File: src/rtl/fib_seq_gen.sv
// Generalised-Fibonacci term generator with per-run seeds/length, overflow tracking and a valid/ready output.
// Build option: define FIB_SAT_EN to clamp overflowed terms to all-ones instead of wrapping.
module fib_seq_gen #(
   parameter int WIDTH = 16,
   parameter int CNT_W = 8
) (
   input  logic             clk,
   input  logic             rst_n,
   input  logic             start,
   input  logic             clr,
   input  logic [WIDTH-1:0] seed_a,
   input  logic [WIDTH-1:0] seed_b,
   input  logic [CNT_W-1:0] n_terms,
   output logic             out_valid,
   input  logic             out_ready,
   output logic [WIDTH-1:0] out_data,
   output logic [CNT_W-1:0] out_idx,
   output logic             busy,
   output logic             done,
   output logic             ovf
);

   typedef enum logic [1:0] {S_IDLE, S_RUN, S_DONE} state_t;

   state_t           state, state_nxt;
   logic [WIDTH-1:0] a, b;
   logic             a_mk, b_mk;
   logic [CNT_W-1:0] idx, n_len;
   logic [WIDTH:0]   sum;
   logic             sum_mk;
   logic [WIDTH-1:0] sum_term;
   logic             go, fire, last;

   assign go   = (state == S_IDLE) && start && !clr;
   assign fire = (state == S_RUN) && out_ready;
   assign last = (idx == n_len - CNT_W'(1));

   // A term is marked once its true value reaches 2^WIDTH; marks propagate since terms only grow.
   assign sum    = {1'b0, a} + {1'b0, b};
   assign sum_mk = sum[WIDTH] | a_mk | b_mk;
`ifdef FIB_SAT_EN
   assign sum_term = sum_mk ? {WIDTH{1'b1}} : sum[WIDTH-1:0];
`else
   assign sum_term = sum[WIDTH-1:0];
`endif

   always_ff @(posedge clk or negedge rst_n) begin
      if (!rst_n) state <= S_IDLE;
      else        state <= state_nxt;
   end

   always_comb begin
      state_nxt = state;
      case (state)
         S_IDLE:  if (go) state_nxt = (n_terms != '0) ? S_RUN : S_DONE;
         S_RUN:   if (fire && last) state_nxt = S_DONE;
         S_DONE:  state_nxt = S_IDLE;
         default: state_nxt = S_IDLE;
      endcase
      if (clr) state_nxt = S_IDLE;
   end

   always_ff @(posedge clk or negedge rst_n) begin
      if (!rst_n) begin
         a     <= '0;
         b     <= '0;
         a_mk  <= 1'b0;
         b_mk  <= 1'b0;
         idx   <= '0;
         n_len <= '0;
         ovf   <= 1'b0;
      end else if (go) begin
         a     <= seed_a;
         b     <= seed_b;
         a_mk  <= 1'b0;
         b_mk  <= 1'b0;
         idx   <= '0;
         n_len <= n_terms;
         ovf   <= 1'b0;
      end else if (fire && !last && !clr) begin
         a    <= b;
         a_mk <= b_mk;
         b    <= sum_term;
         b_mk <= sum_mk;
         idx  <= idx + CNT_W'(1);
         // ovf rises together with the first marked term reaching out_data
         if (b_mk) ovf <= 1'b1;
      end
   end

   assign out_valid = (state == S_RUN);
   assign out_data  = out_valid ? a : '0;
   assign out_idx   = out_valid ? idx : '0;
   assign busy      = (state == S_RUN);
   assign done      = (state == S_DONE);

endmodule
File: config.mk
export PLATFORM = sky130hd
export DESIGN_NAME = fib_seq_gen
export DESIGN_NICKNAME = d
export VERILOG_FILES = /design/src/rtl/fib_seq_gen.sv
export SDC_FILE = /design/constraint.sdc
export NUM_CORES = 1
export LEC_CHECK = 0
export CORE_MARGIN = 5
export CORE_UTILIZATION = 47
export DETAILED_ROUTE_END_ITERATION = 10
export GPL_TIMING_DRIVEN = 1
export PLACE_DENSITY_LB_ADDON = 0.2
export SYNTH_ARGS = -nofsm -noshare
export SYNTH_HDL_FRONTEND = slang
export SYNTH_SLANG_ARGS = --single-unit
File: constraint.sdc
create_clock -name clk -period 2.7 [get_ports clk]
set_input_delay 0.54 -clock clk [delete_from_list [all_inputs] [get_ports clk]]
set_output_delay 0.54 -clock clk [all_outputs]
set_load 0.01 [all_outputs]
[After elaboration in Yosys (flattened, before gate mapping)]
Index checks and enable logic that the tools add are counted.
Storage, ports and cells
  bits in registers: 53
  word-level logic and storage cells: 52
Cells by class
  add/subtract/negate cells: 3
  equal/unequal tests: 5
  muxes and demuxes: 20
  bitwise gates (word level): 2
  reductions and logical operators: 14
Operators with widths (number)
  $mux 16: 5
  $mux 8: 3
  $add 16x16->17: 1
  $add 8x1->8 const B: 1
  $eq 8x8->1: 1
  $mux 2: 4
  $reduce_bool 8->1: 1
  $sub 8x1->8 const B: 1
  $mux 1: 7
  $logic_and 1x1->1: 6
  $pmux 2 s2: 1
  $reduce_and 2->1: 2
  $reduce_bool 2->1: 2
  $ne 3x2->1 const B: 1
  $ne 3x3->1 const B: 1
  $eq 2x1->1 const B: 1
  $eq 2x2->1 const B: 1
  $logic_not 1->1: 2
  $logic_not 2->1: 1
  $or 1x1->1: 2

[Longest topological paths before layout]
Gate-level depths: netlist of the first run.
  word-level depth: 7
  gate-level depth with buffers: 9
  depth with buffers taken out: 8

[Least setup slack after synthesis of the first run]
OpenSTA, ideal clock, no wires.
  path type: register to register
  from: register a[0]
  to: register b[10]
  library setup time: 126 ps
  arrival time: 2431 ps
  path slack: 143 ps
  cell stages (with the launch flop): 9
  period minus slack after synthesis: 2557 ps
  cell sequence: dfrtp_1 -> ha_1 -> fa_1 -> a21o_1 -> a221oi_1 -> nor2_1 -> o41ai_1 -> xnor2_1 -> a221o_1
On the way
  word-level cells in the longest chain between the ends: 3
RTL lines
  from (decl): RTL line 26  | logic [WIDTH-1:0] a, b;
  from (signal assigned): RTL line 65  | a <= '0;
  from (signal assigned): RTL line 73  | a <= seed_a;
  from (signal assigned): RTL line 81  | a <= b;
  $add 16x16->17: RTL line 39  | assign sum = {1'b0, a} + {1'b0, b};
  $mux 16: RTL line 80  | end else if (fire && !last && !clr) begin
  $mux 16: RTL line 72  | end else if (go) begin
  to (signal assigned): RTL line 83  | b <= sum_term;
  to (decl): RTL line 26
Every way passes these cells. The select of a mux whose other input is x is not followed.
A chain may end at the register's enable or synchronous reset.

[Worst setup path after layout of the first run]
  from: register n_len[0]
  to: register b[5]
On the way
  word-level cells in the longest chain between the ends: 6
RTL lines
  from (decl): RTL line 28  | logic [CNT_W-1:0] idx, n_len;
  from (signal assigned): RTL line 78  | n_len <= n_terms;
  $sub 8x1->8: RTL line 36  | assign last = (idx == n_len - CNT_W'(1));
  $eq 8x8->1: RTL line 36
  $logic_not 1->1: RTL line 80
  $logic_and 1x1->1 (2 in a row): RTL line 80
  $reduce_bool 2->1 (no line)
Every way passes these cells.

==> results of run 1 <==
==> state kept, by name, summed over array words and instances, names as in the netlist <==
register	count
idx	8
a_mk	1
b	16
a	16
state	2
b_mk	1
n_len	8
ovf	1
==> worst max-delay path: stages (launching register included) <==
cell                       delay [ns]
sky130_fd_sc_hd__dfrtp_2         0.46
sky130_fd_sc_hd__inv_1           0.09
sky130_fd_sc_hd__ha_2            0.22
sky130_fd_sc_hd__nor4b_4         0.21
sky130_fd_sc_hd__xnor2_1         0.11
sky130_fd_sc_hd__nor4_2          0.42
sky130_fd_sc_hd__o2111a_2        0.41
sky130_fd_sc_hd__buf_4           0.20
sky130_fd_sc_hd__nor3_1          0.07
sky130_fd_sc_hd__a221o_1         0.28
==> cell families after synthesis <==
family,share of synthesized area
flip-flops,0.3786
AO/OA/AOI/OAI,0.2118
buffers and inverters,0.03607
adder cells (fa/ha/maj),0.07000
AND/OR/NAND/NOR,0.2368
multiplexers,0.01179
XOR/XNOR,0.05500
==> per-layer routing <==
layer	wire length (um)	GRT usage	part of all wire	vias to the layer above
li1	-	-	-	1525
met5	0	0	0	-
met4	106	0.04790	0.012	0
met1	3885	0.2518	0.43	1566
met2	4675	0.3594	0.52	69
met3	371	0.03597	0.041	12
==> cell usage after synthesis, drive strengths merged, types with 2 or more instances <==
master,instances,area [sq um]
o31a,2,17.52
inv,3,11.26
nor2b,5,31.28
a31oi,10,62.56
o21ai,17,85.08
and2,48,300.3
xnor2,15,131.4
a21o,7,52.55
a221oi,2,17.52
o211ai,2,15.01
mux2i,3,30.03
nand2,36,135.1
a21oi,11,66.32
or3,4,30.03
o2111ai,2,35.04
a22o,3,26.28
nand3,17,85.08
xor2,7,61.31
or4,2,15.01
and3,3,18.77
nor3,10,50.05
clkbuf,14,52.55
nor4b,2,17.52
buf,7,62.56
nand4,4,25.02
nor2,17,71.32
o31ai,3,22.52
nor4,4,31.28
a221o,26,260.3
dfrtp,53,1326
ha,18,225.2
==> power breakdown <==
group | switching (mW) | leakage (nW) | internal (mW)
Clock | 0.282 | 0.0445 | 0.185
Sequential | 0.217 | 0.666 | 1.01
Combinational | 0.965 | 1.24 | 0.929
==> path summary, 6_finish.rpt <==
kind	from	to	cells after the start
max	n_len[0]	b[5]	9
min	rst_n	b[10]	2
max reg2reg	n_len[0]	b[5]	9
min reg2reg	a_mk	a_mk	1
max in group asynchronous	rst_n	n_len[0]	2
min in group clk	a_mk	a_mk	1
==> cell type report <==
type,instances,area share
multi-input combinational,294,0.4649
sequential,53,0.2940
timing repair buffer,90,0.1912
tap,99,0.02743
clock buffer,5,0.01524
clock inverter,3,0.004710
inverter,3,0.002494
==> per-stage QoR <==
stage / total power [mW] / utilization / instances / worst slack (ns) / hold slack, ns
after global routing: 3.877 / 0.6226 / 547 / -0.002499 / 0.4012
after CTS: 3.544 / 0.6134 / 543 / 0.02364 / 0.3600
after detailed placement: 3.065 / 0.6010 / 535 / 0.05011 / 0.4867
after floorplan: 2.540 / - / 370 / 0.1434 / 0.2444
after global placement: 3.000 / 0.6010 / 535 / -0.007266 / 0.4918
final: 3.585 / 0.6226 / 547 / 0.1048 / 0.3378
==> timing repair <==
action / in CTS / in global routing
endpoints found under the setup margin: 0 / 31
setup buffers: 0 / 3
gates resized for setup: 0 / 7
==> load_flow_metrics.sql, run 1 <==
INSERT INTO impl_metrics (metric_group, metric, value, unit) VALUES
('synthesis', 'synth_enable_flop_cells', '0', ''),
('global_route', 'grt_pass1_wl', '14790', 'um'),
('finish', 'total_area_of_multi_input_combinational_cells', '0.002100', 'sq mm'),
('sta', 'slew_viol_final', '0', ''),
('finish', 'layout.cells.most_common', 'sky130_fd_sc_hd__clkdlybuf4s50_1', ''),
('placed_design', 'port_buffers', '72', ''),
('power_and_ir_drop', 'power.density', '794.0', 'mW/mm^2'),
('die', 'floorplan.initialDensity', '0.4830', ''),
('sta', 'final.min_clock_period', '2.595', 'ns'),
('clock_tree', 'hold_buffer_count_at_cts', '0', ''),
('clock_tree', 'cts_max_path_buffers', '2', ''),
('synthesis', 'synth_warn', '0', ''),
('placed_design', 'dpl_cell_area', '0.004359', 'sq mm'),
('die', 'core_area', '0.007253', 'sq mm'),
('drt', 'via_count', '3172', ''),
('drt', 'route.detailed.wl_per_inst', '16.52', 'um'),
('finish', 'nFillCells', '657', ''),
('drt', 'avgViaCountPerCell', '5.799', ''),
('critical_path', 'start_kind', 'register', ''),
('sta', 'fin_crit_sh', '0.9612', ''),
('synthesis', 'synthesized_instance_count', '370', ''),
('synthesis', 'async_flop_share', '1.000', ''),
('sta', 'fin_skew', '0.01448', 'ns'),
('synthesis', 'synth-main-ff-cell', 'sky130_fd_sc_hd__dfrtp_1', ''),
('sta', 'totalNegativeSetupSlack', '0', 'ns'),
('critical_path', 'worstSetupEndpointType', 'register', ''),
('synthesis', 'post_synth_instance_area', '0.003503', 'sq mm'),
('sta', 'max_clock_freq', '385.3', 'MHz'),
('finish', 'fin_nets', '511', ''),
('critical_path', 'wp_data_arrival', '2.79', 'ns'),
('critical_path', 'worst_ep_required_time', '2.90', 'ns'),
('global_route', 'grt_usage', '0.2015', ''),
('global_route', 'globalRouteOverflowTotal', '0', ''),
('critical_path', 'reg2reg_setup_slack', '0.10', 'ns'),
('finish', 'insertedDiodeCount', '0', ''),
('synthesis', 'ys_types', '52', ''),
('sta', 'transition_at_the_pin_with_the_smallest_max_transition_slack', '0.6935', 'ns'),
('sta', 'final_hold_vio_count', '0', ''),
('drt', 'drt_wl_total', '9038', 'um'),
('finish', 'syn2layout_area_growth', '28.89', '%'),
('finish', 'stdcell_area', '0.004516', 'sq mm'),
('clock_tree', 'insertion_delay_to_the_later_sink_of_the_worst_skew_pair', '0.32', 'ns'),
('status', 'run_status', 'finished clean', ''),
('finish', 'layout_common_cells', 'sky130_fd_sc_hd__clkdlybuf4s50_1 (71), sky130_fd_sc_hd__dfrtp_1 (52), sky130_fd_sc_hd__and2_1 (48), sky130_fd_sc_hd__nand2_1 (36), sky130_fd_sc_hd__a221o_1 (26)', ''),
('critical_path', 'cp_max_fo', '6', ''),
('power_and_ir_drop', 'leakage', '1.955', 'nW'),
('critical_path', 'path_class', 'reg -> reg', ''),
('drt', 'first_pass_drt_iterations', '4', ''),
('die', 'design.portCount', '73', ''),
('drt', 'number_of_drc_markers_after_the_initial_detailed_route_iteration', '139', ''),
('clock_tree', 'tritoncts_clock_tree', 'yes', ''),
('worst_hold_path', 'worstHoldPathType', 'in -> async', ''),
('die', 'fp.dieW', '96.34', 'um'),
('drt', 'antenna_left', '0', ''),
('sta', 'setup_viol_count_final', '0', ''),
('synthesis', 'yosysSeqAreaShare', '0.3786', ''),
('clock_tree', 'numCtsBuffers', '5', ''),
('finish', 'area.sequential', '0.001328', 'sq mm'),
('run', 'cap_viol_max_count', '0', ''),
('synthesis', 'ys_seq_elements', '53', ''),
('synthesis', 'mappedNetlistNets', '434', ''),
('synthesis', 'mean_instance_size_in_the_synthesized_netlist', '9.469', 'sq um'),
('global_route', 'largest_net_degree_at_the_start_of_global_routing', '54', ''),
('drt', 'drc_viols', '0', ''),
('clock_tree', 'clock_sink_count', '53', ''),
('global_route', 'first_global_vias', '3189', ''),
('sta', 'max-slew-margin-rel', '0.5376', ''),
('clock_tree', 'root_buffer', 'sky130_fd_sc_hd__clkbuf_8', ''),
('clock_tree', 'path_clk_slew', '0.11', 'ns'),
('die', 'design.die.area', '0.009280', 'sq mm'),
('placed_design', 'dp_hpwl', '6540', 'um'),
('global_route', 'number_of_antenna_violations_at_the_first_check_in_global_routing', '0', ''),
('die', 'rows', '31', ''),
('clock_tree', 'cts_htree_levels', '2', ''),
('placed_design', 'finalWeightedCongestion', '0.8644', ''),
('die', 'chipHeight', '96.34', 'um'),
('finish', 'drive_above_1_share', '0.09598', ''),
('power_and_ir_drop', 'vdd.ir_drop.worst', '0.0003574', 'V');
No activity file was read; power rests on OpenSTA's default activity.
==> inputs of run 2 (changes only) <==
- CORE_UTILIZATION: 47 -> 29
==> run 2 against run 1 <==
Net effect: core utilization is 23 points lower; sequential power hardly changed; routed wire length is 9.0% higher; die area is 55% higher; clock skew is 0.0032 ns lower; first-iteration DRC count is 16% higher; final area is 2.8% higher; critical path depth is 2 lower; worst hold slack better by 0.038 ns; critical path type unchanged; highest routed layer unchanged.
==> load_flow_metrics.sql, run 2 (synthesis results as in run 1) <==
INSERT INTO impl_metrics (metric_group, metric, value, unit) VALUES
('sta', 'setup_ws', '0.1603', 'ns'),
('power_and_ir_drop', 'finalPower', '3.806', 'mW'),
('worst_hold_path', 'worstHoldPathType', 'in -> async', ''),
('critical_path', 'critical_path_cell_sequence', 'or3_4, o31a_1, nor4_2, o2111a_2, buf_4, nor3_1, a221o_1', ''),
('sta', 'final.min_clock_period', '2.540', 'ns'),
('placed_design', 'place_inst', '588', ''),
('finish', 'fin_nets', '512', ''),
('sta', 'max_clock_freq', '393.7', 'MHz'),
('die', 'fp.dieW', '119.9', 'um'),
('global_route', 'grt_pass1_wl', '16460', 'um'),
('drt', 'via_count', '3119', ''),
('finish', 'insertedDiodeCount', '0', ''),
('critical_path', 'path_class', 'reg -> reg', ''),
('status', 'run_status', 'finished clean', ''),
('critical_path', 'worstSetupEndpointType', 'register', ''),
('clock_tree', 'cts_resized', '0', ''),
('finish', 'final_core_util', '0.3896', ''),
('drt', 'first_pass_drt_iterations', '5', ''),
('die', 'chipHeight', '119.9', 'um'),
('global_route', 'first_global_vias', '3273', ''),
('critical_path', 'worst_path_buffer_plus_inverter_count', '1', ''),
('global_route', 'number_of_antenna_violations_at_the_first_check_in_global_routing', '0', ''),
('finish', 'drive_above_1_share', '0.09354', ''),
('die', 'design.portCount', '73', ''),
('critical_path', 'worst_ep_required_time', '2.87', 'ns'),
('sta', 'fin_crit_sh', '0.9406', ''),
('die', 'core_area', '0.01191', 'sq mm'),
('drt', 'drc_viols', '0', ''),
('clock_tree', 'clock_sink_count', '53', ''),
('placed_design', 'dp_hpwl', '7236', 'um'),
('finish', 'layout.cells.most_common', 'sky130_fd_sc_hd__clkdlybuf4s50_1', ''),
('clock_tree', 'tritoncts_clock_tree', 'yes', ''),
('sta', 'setup_viol_count_final', '0', ''),
('drt', 'avgViaCountPerCell', '5.233', ''),
('clock_tree', 'path_clk_slew', '0.08', 'ns'),
('sta', 'totalNegativeSetupSlack', '0', 'ns'),
('clock_tree', 'numCtsBuffers', '5', ''),
('run', 'cap_viol_max_count', '0', ''),
('placed_design', 'dpl_worst_slack', '0.08073', 'ns'),
('sta', 'timing.hold.ws', '0.3762', 'ns'),
('die', 'floorplan.initialDensity', '0.2941', ''),
('sta', 'max-slew-margin-rel', '0.5296', ''),
('placed_design', 'dpl_cell_area', '0.004469', 'sq mm'),
('finish', 'fin_cells', '596', ''),
('die', 'rows', '40', ''),
('global_route', 'largest_net_degree_at_the_start_of_global_routing', '54', ''),
('clock_tree', 'cts_htree_levels', '2', ''),
('critical_path', 'start_kind', 'register', ''),
('drt', 'drt_wl_total', '9855', 'um'),
('clock_tree', 'cts_setup_buffers', '0', ''),
('drt', 'number_of_drc_markers_after_the_initial_detailed_route_iteration', '161', ''),
('clock_tree', 'insertion_delay_to_the_later_sink_of_the_worst_skew_pair', '0.29', 'ns'),
('finish', 'stdcell_area', '0.004641', 'sq mm'),
('critical_path', 'wp_data_arrival', '2.71', 'ns'),
('drt', 'antenna_left', '0', ''),
('drt', 'route.detailed.wl_per_inst', '16.54', 'um'),
('sta', 'fin_skew', '0.01133', 'ns'),
('sta', 'transition_at_the_pin_with_the_smallest_max_transition_slack', '0.7056', 'ns'),
('sta', 'final_hold_vio_count', '0', ''),
('critical_path', 'cp_max_fo', '20', ''),
('sta', 'grt_setup_unrepaired', 'no', ''),
('clock_tree', 'hold_buffer_count_at_cts', '0', ''),
('placed_design', 'finalWeightedCongestion', '0.8003', ''),
('critical_path', 'critical_path.top_delay_family', 'simple AND/OR/NAND/NOR gates', ''),
('power_and_ir_drop', 'power.density', '820.1', 'mW/mm^2'),
('critical_path', 'timing.critical_path.slowest_stage_cell', 'sky130_fd_sc_hd__dfrtp_1', ''),
('global_route', 'globalRouteOverflowTotal', '0', ''),
('global_route', 'grt_usage', '0.1397', ''),
('finish', 'layout_common_cells', 'sky130_fd_sc_hd__clkdlybuf4s50_1 (71), sky130_fd_sc_hd__dfrtp_1 (53), sky130_fd_sc_hd__and2_1 (48), sky130_fd_sc_hd__nand2_1 (36), sky130_fd_sc_hd__a221o_1 (26)', ''),
('clock_tree', 'root_buffer', 'sky130_fd_sc_hd__clkbuf_16', ''),
('clock_tree', 'cts_max_path_buffers', '2', ''),
('power_and_ir_drop', 'vdd.ir_drop.worst', '0.0003661', 'V'),
('power_and_ir_drop', 'leakage', '1.986', 'nW'),
('finish', 'syn2layout_area_growth', '32.46', '%'),
('die', 'design.die.area', '0.01438', 'sq mm'),
('sta', 'slew_viol_final', '0', ''),
('finish', 'largest_registers', 'a x16, b x16', ''),
('critical_path', 'critical_path.max_stage_delay', '0.44', 'ns'),
('placed_design', 'port_buffers', '72', '');
==> run 2: cell types whose count changed in the layout (fill, tap and decap cells not counted), sizes merged <==
cell,change
clkbuf,+1
nor2,-1
inv,-1
buf,+2
clkinv,+1
clkinvlp,-1
==> run 2: layer usage <==
| metal | part of all wire | GRT usage | vias to the layer above |
|---|---|---|---|
| met5 | 0 | 0 | - |
| li1 | - | - | 1520 |
| met4 | 0.010 | 0.03221 | 0 |
| met1 | 0.46 | 0.1796 | 1512 |
| met2 | 0.49 | 0.2448 | 79 |
| met3 | 0.036 | 0.02356 | 8 |
==> run 2: worst register-to-register path: stages, from the launching register on <==
cell,delay (ns)
sky130_fd_sc_hd__dfrtp_1,0.44
sky130_fd_sc_hd__or3_4,0.36
sky130_fd_sc_hd__o31a_1,0.27
sky130_fd_sc_hd__nor4_2,0.43
sky130_fd_sc_hd__o2111a_2,0.28
sky130_fd_sc_hd__buf_4,0.26
sky130_fd_sc_hd__nor3_1,0.10
sky130_fd_sc_hd__a221o_1,0.27
==> run 2: area by class of cell <==
class / count / area [sq um]
timing repair buffer: 92 / 890.9
sequential: 53 / 1326
fill: 1206 / 7271
tap: 147 / 183.9
multi-input combinational: 293 / 2076
inverter: 3 / 11.26
clock buffer: 6 / 138.9
clock inverter: 2 / 13.76
==> run 2: power by group <==
group,switching (mW),leakage (nW),internal (mW)
Combinational,0.984,1.24,0.936
Sequential,0.211,0.667,1.01
Clock,0.297,0.0768,0.370
Total,1.49,1.99,2.31
==> run 2: final timing paths <==
check	cells past startpoint	to	slack, ns	start
setup reg to reg	7	b[3]	0.16	n_len[4]
min in group clk	1	a_mk	0.50	a_mk
setup / recovery	7	b[3]	0.16	n_len[4]
hold / removal	2	a[4]	0.38	rst_n
hold reg to reg	1	a_mk	0.50	a_mk
max in group asynchronous	2	b[2]	1.85	rst_n
==> inputs of run 3 (changes only) <==
- CAP_MARGIN: not set -> 10
- HOLD_SLACK_MARGIN: not set -> 0.12
==> results of run 3 <==
Same layout as run 2: the final DEF is identical, and so are final timing and power.
==> RTL change, RTL diff (config.mk and constraints of run 2) <==
Encoding of `state_t`: now one-hot (3 bits for 3 states).
--- a/src/rtl/fib_seq_gen.sv
+++ b/src/rtl/fib_seq_gen.sv
@@ -22,3 +22,3 @@
 
-   typedef enum logic [1:0] {S_IDLE, S_RUN, S_DONE} state_t;
+   typedef enum logic [2:0] {S_IDLE = 3'b001, S_RUN = 3'b010, S_DONE = 3'b100} state_t;
 
Function: no difference found for any inputs over 10 cycles, from zero or initial values and one cycle with rst_n low; not proved beyond that.
==> RTL change against run 2 <==
- worst setup slack lost 0.033 ns
- wire length grew 7.6%
- total power shrank 18%
- sequential share of layout area shrank 0.70 points
- area after synthesis grew 4.7%
- sequential cell count grew 1
- non-clock buffer count shrank 1
- critical path depth grew 2
- clock power grew 15%
- final area grew 4.6%
- critical path type unchanged
- critical endpoint is now b[2]$_DFFE_PN0P_
- highest routed layer unchanged
==> RTL change: results (changes against run 2) <==
- Status: complete, no violations (unchanged)
- Worst Setup EP: b[2]$_DFFE_PN0P_ (was b[3]$_DFFE_PN0P_)
- Clock-cell share of area: 0.0356 (was 0.0329)
- Period utilization: 0.953 (was 0.941)
- Fin nets: 539 (was 512)
- Most frequent cells after synthesis: dfrtp_1 (53), nand2_1 (37), and2_1 (25) (was dfrtp_1 (53), and2_1 (48), nand2_1 (36))
- Area used by multi-input combinational logic: 0.00218 mm² (was 0.00208 mm²)
- Met3 Routed Length: 444 µm (was 357 µm)
- Syn Nets: 463 (was 434)
- First-pass GRT wire length: 16800 µm (was 16500 µm)
- Post-synthesis sequential area ratio: 0.369 (was 0.379)
- Met3 Track Usage GR: 0.0258 (was 0.0236)
- Met1 Usage GRT: 0.182 (was 0.180)
- Worst vdd ir: 0.315 mV (was 0.366 mV)
- Buffers, non-clock: 91 (was 92)
- DR pass1 iterations: 7 (was 5)
- Crit. Startpoint: n_len[0]$_DFFE_PN0P_ (was n_len[4]$_DFFE_PN0P_)
- Worst-path maximum fanout: 27 (was 20)
- Synth Register Bits: 54 (was 53)
- Detailed placer's ending HPWL: 7860 µm (was 7240 µm)
- Area of the core: 0.0125 mm² (was 0.0119 mm²)
- Gp weighted congestion: 0.864 (was 0.800)
- Vias in the first global route: 3352 (was 3273)
- R2R cell count: 9 (was 7)
- Register Area: 0.00135 mm² (was 0.00133 mm²)
- Wire length per cell: 16.4 µm (was 16.5 µm)
- Post-Place Setup Slack: 0.0481 ns (was 0.0807 ns)
- Setup Skew: 0.00573 ns (was 0.0113 ns)
- Routed via count: 3310 (was 3119)
- Met2 wire len: 5070 µm (was 4830 µm)
- Overall Global Routing Usage: 0.140 (about the same)
- Filler cells: 1297 (was 1206)
- Placed cell area: 0.00463 mm² (was 0.00447 mm²)
## RTL change: changes by cell type after synthesis, moves of 4 or more
cell and delta:
and3_1 +20, a31oi_1 -5, o221ai_1 +4, o21ai_0 +6, o21ai_1 -7, nand2b_1 +7, nand3_1 -10, and2_1 -23
inv_1 +11, o211ai_1 +5, a211oi_1 +7, a21oi_1 +7
## RTL change: what timing repair did
action	4_1_cts	5_1_grt
endpoints found under the setup margin	0	50
setup buffers	0	1
gates resized for setup	0	9
## RTL change: cells by family (layout without fill, tap and decap cells)
kind of cell,Yosys count,in the layout,share of synthesized area
fa+ha+maj,19,19,0.0669
simple gates,153,154,0.223
xor+xnor,20,20,0.0478
compound gates,109,109,0.227
buf+inv,37,113,0.0474
flops,54,54,0.369
mux,7,7,0.0194
## RTL change: critical path, cell delays in order, from the launching register on
cell and delay [ns]:
dfrtp_1 0.42, inv_1 0.08, ha_1 0.22, nand2b_1 0.13, or4_1 0.42, a211o_1 0.34
a211o_4 0.38, a21oi_4 0.16, buf_12 0.20, a221o_1 0.17
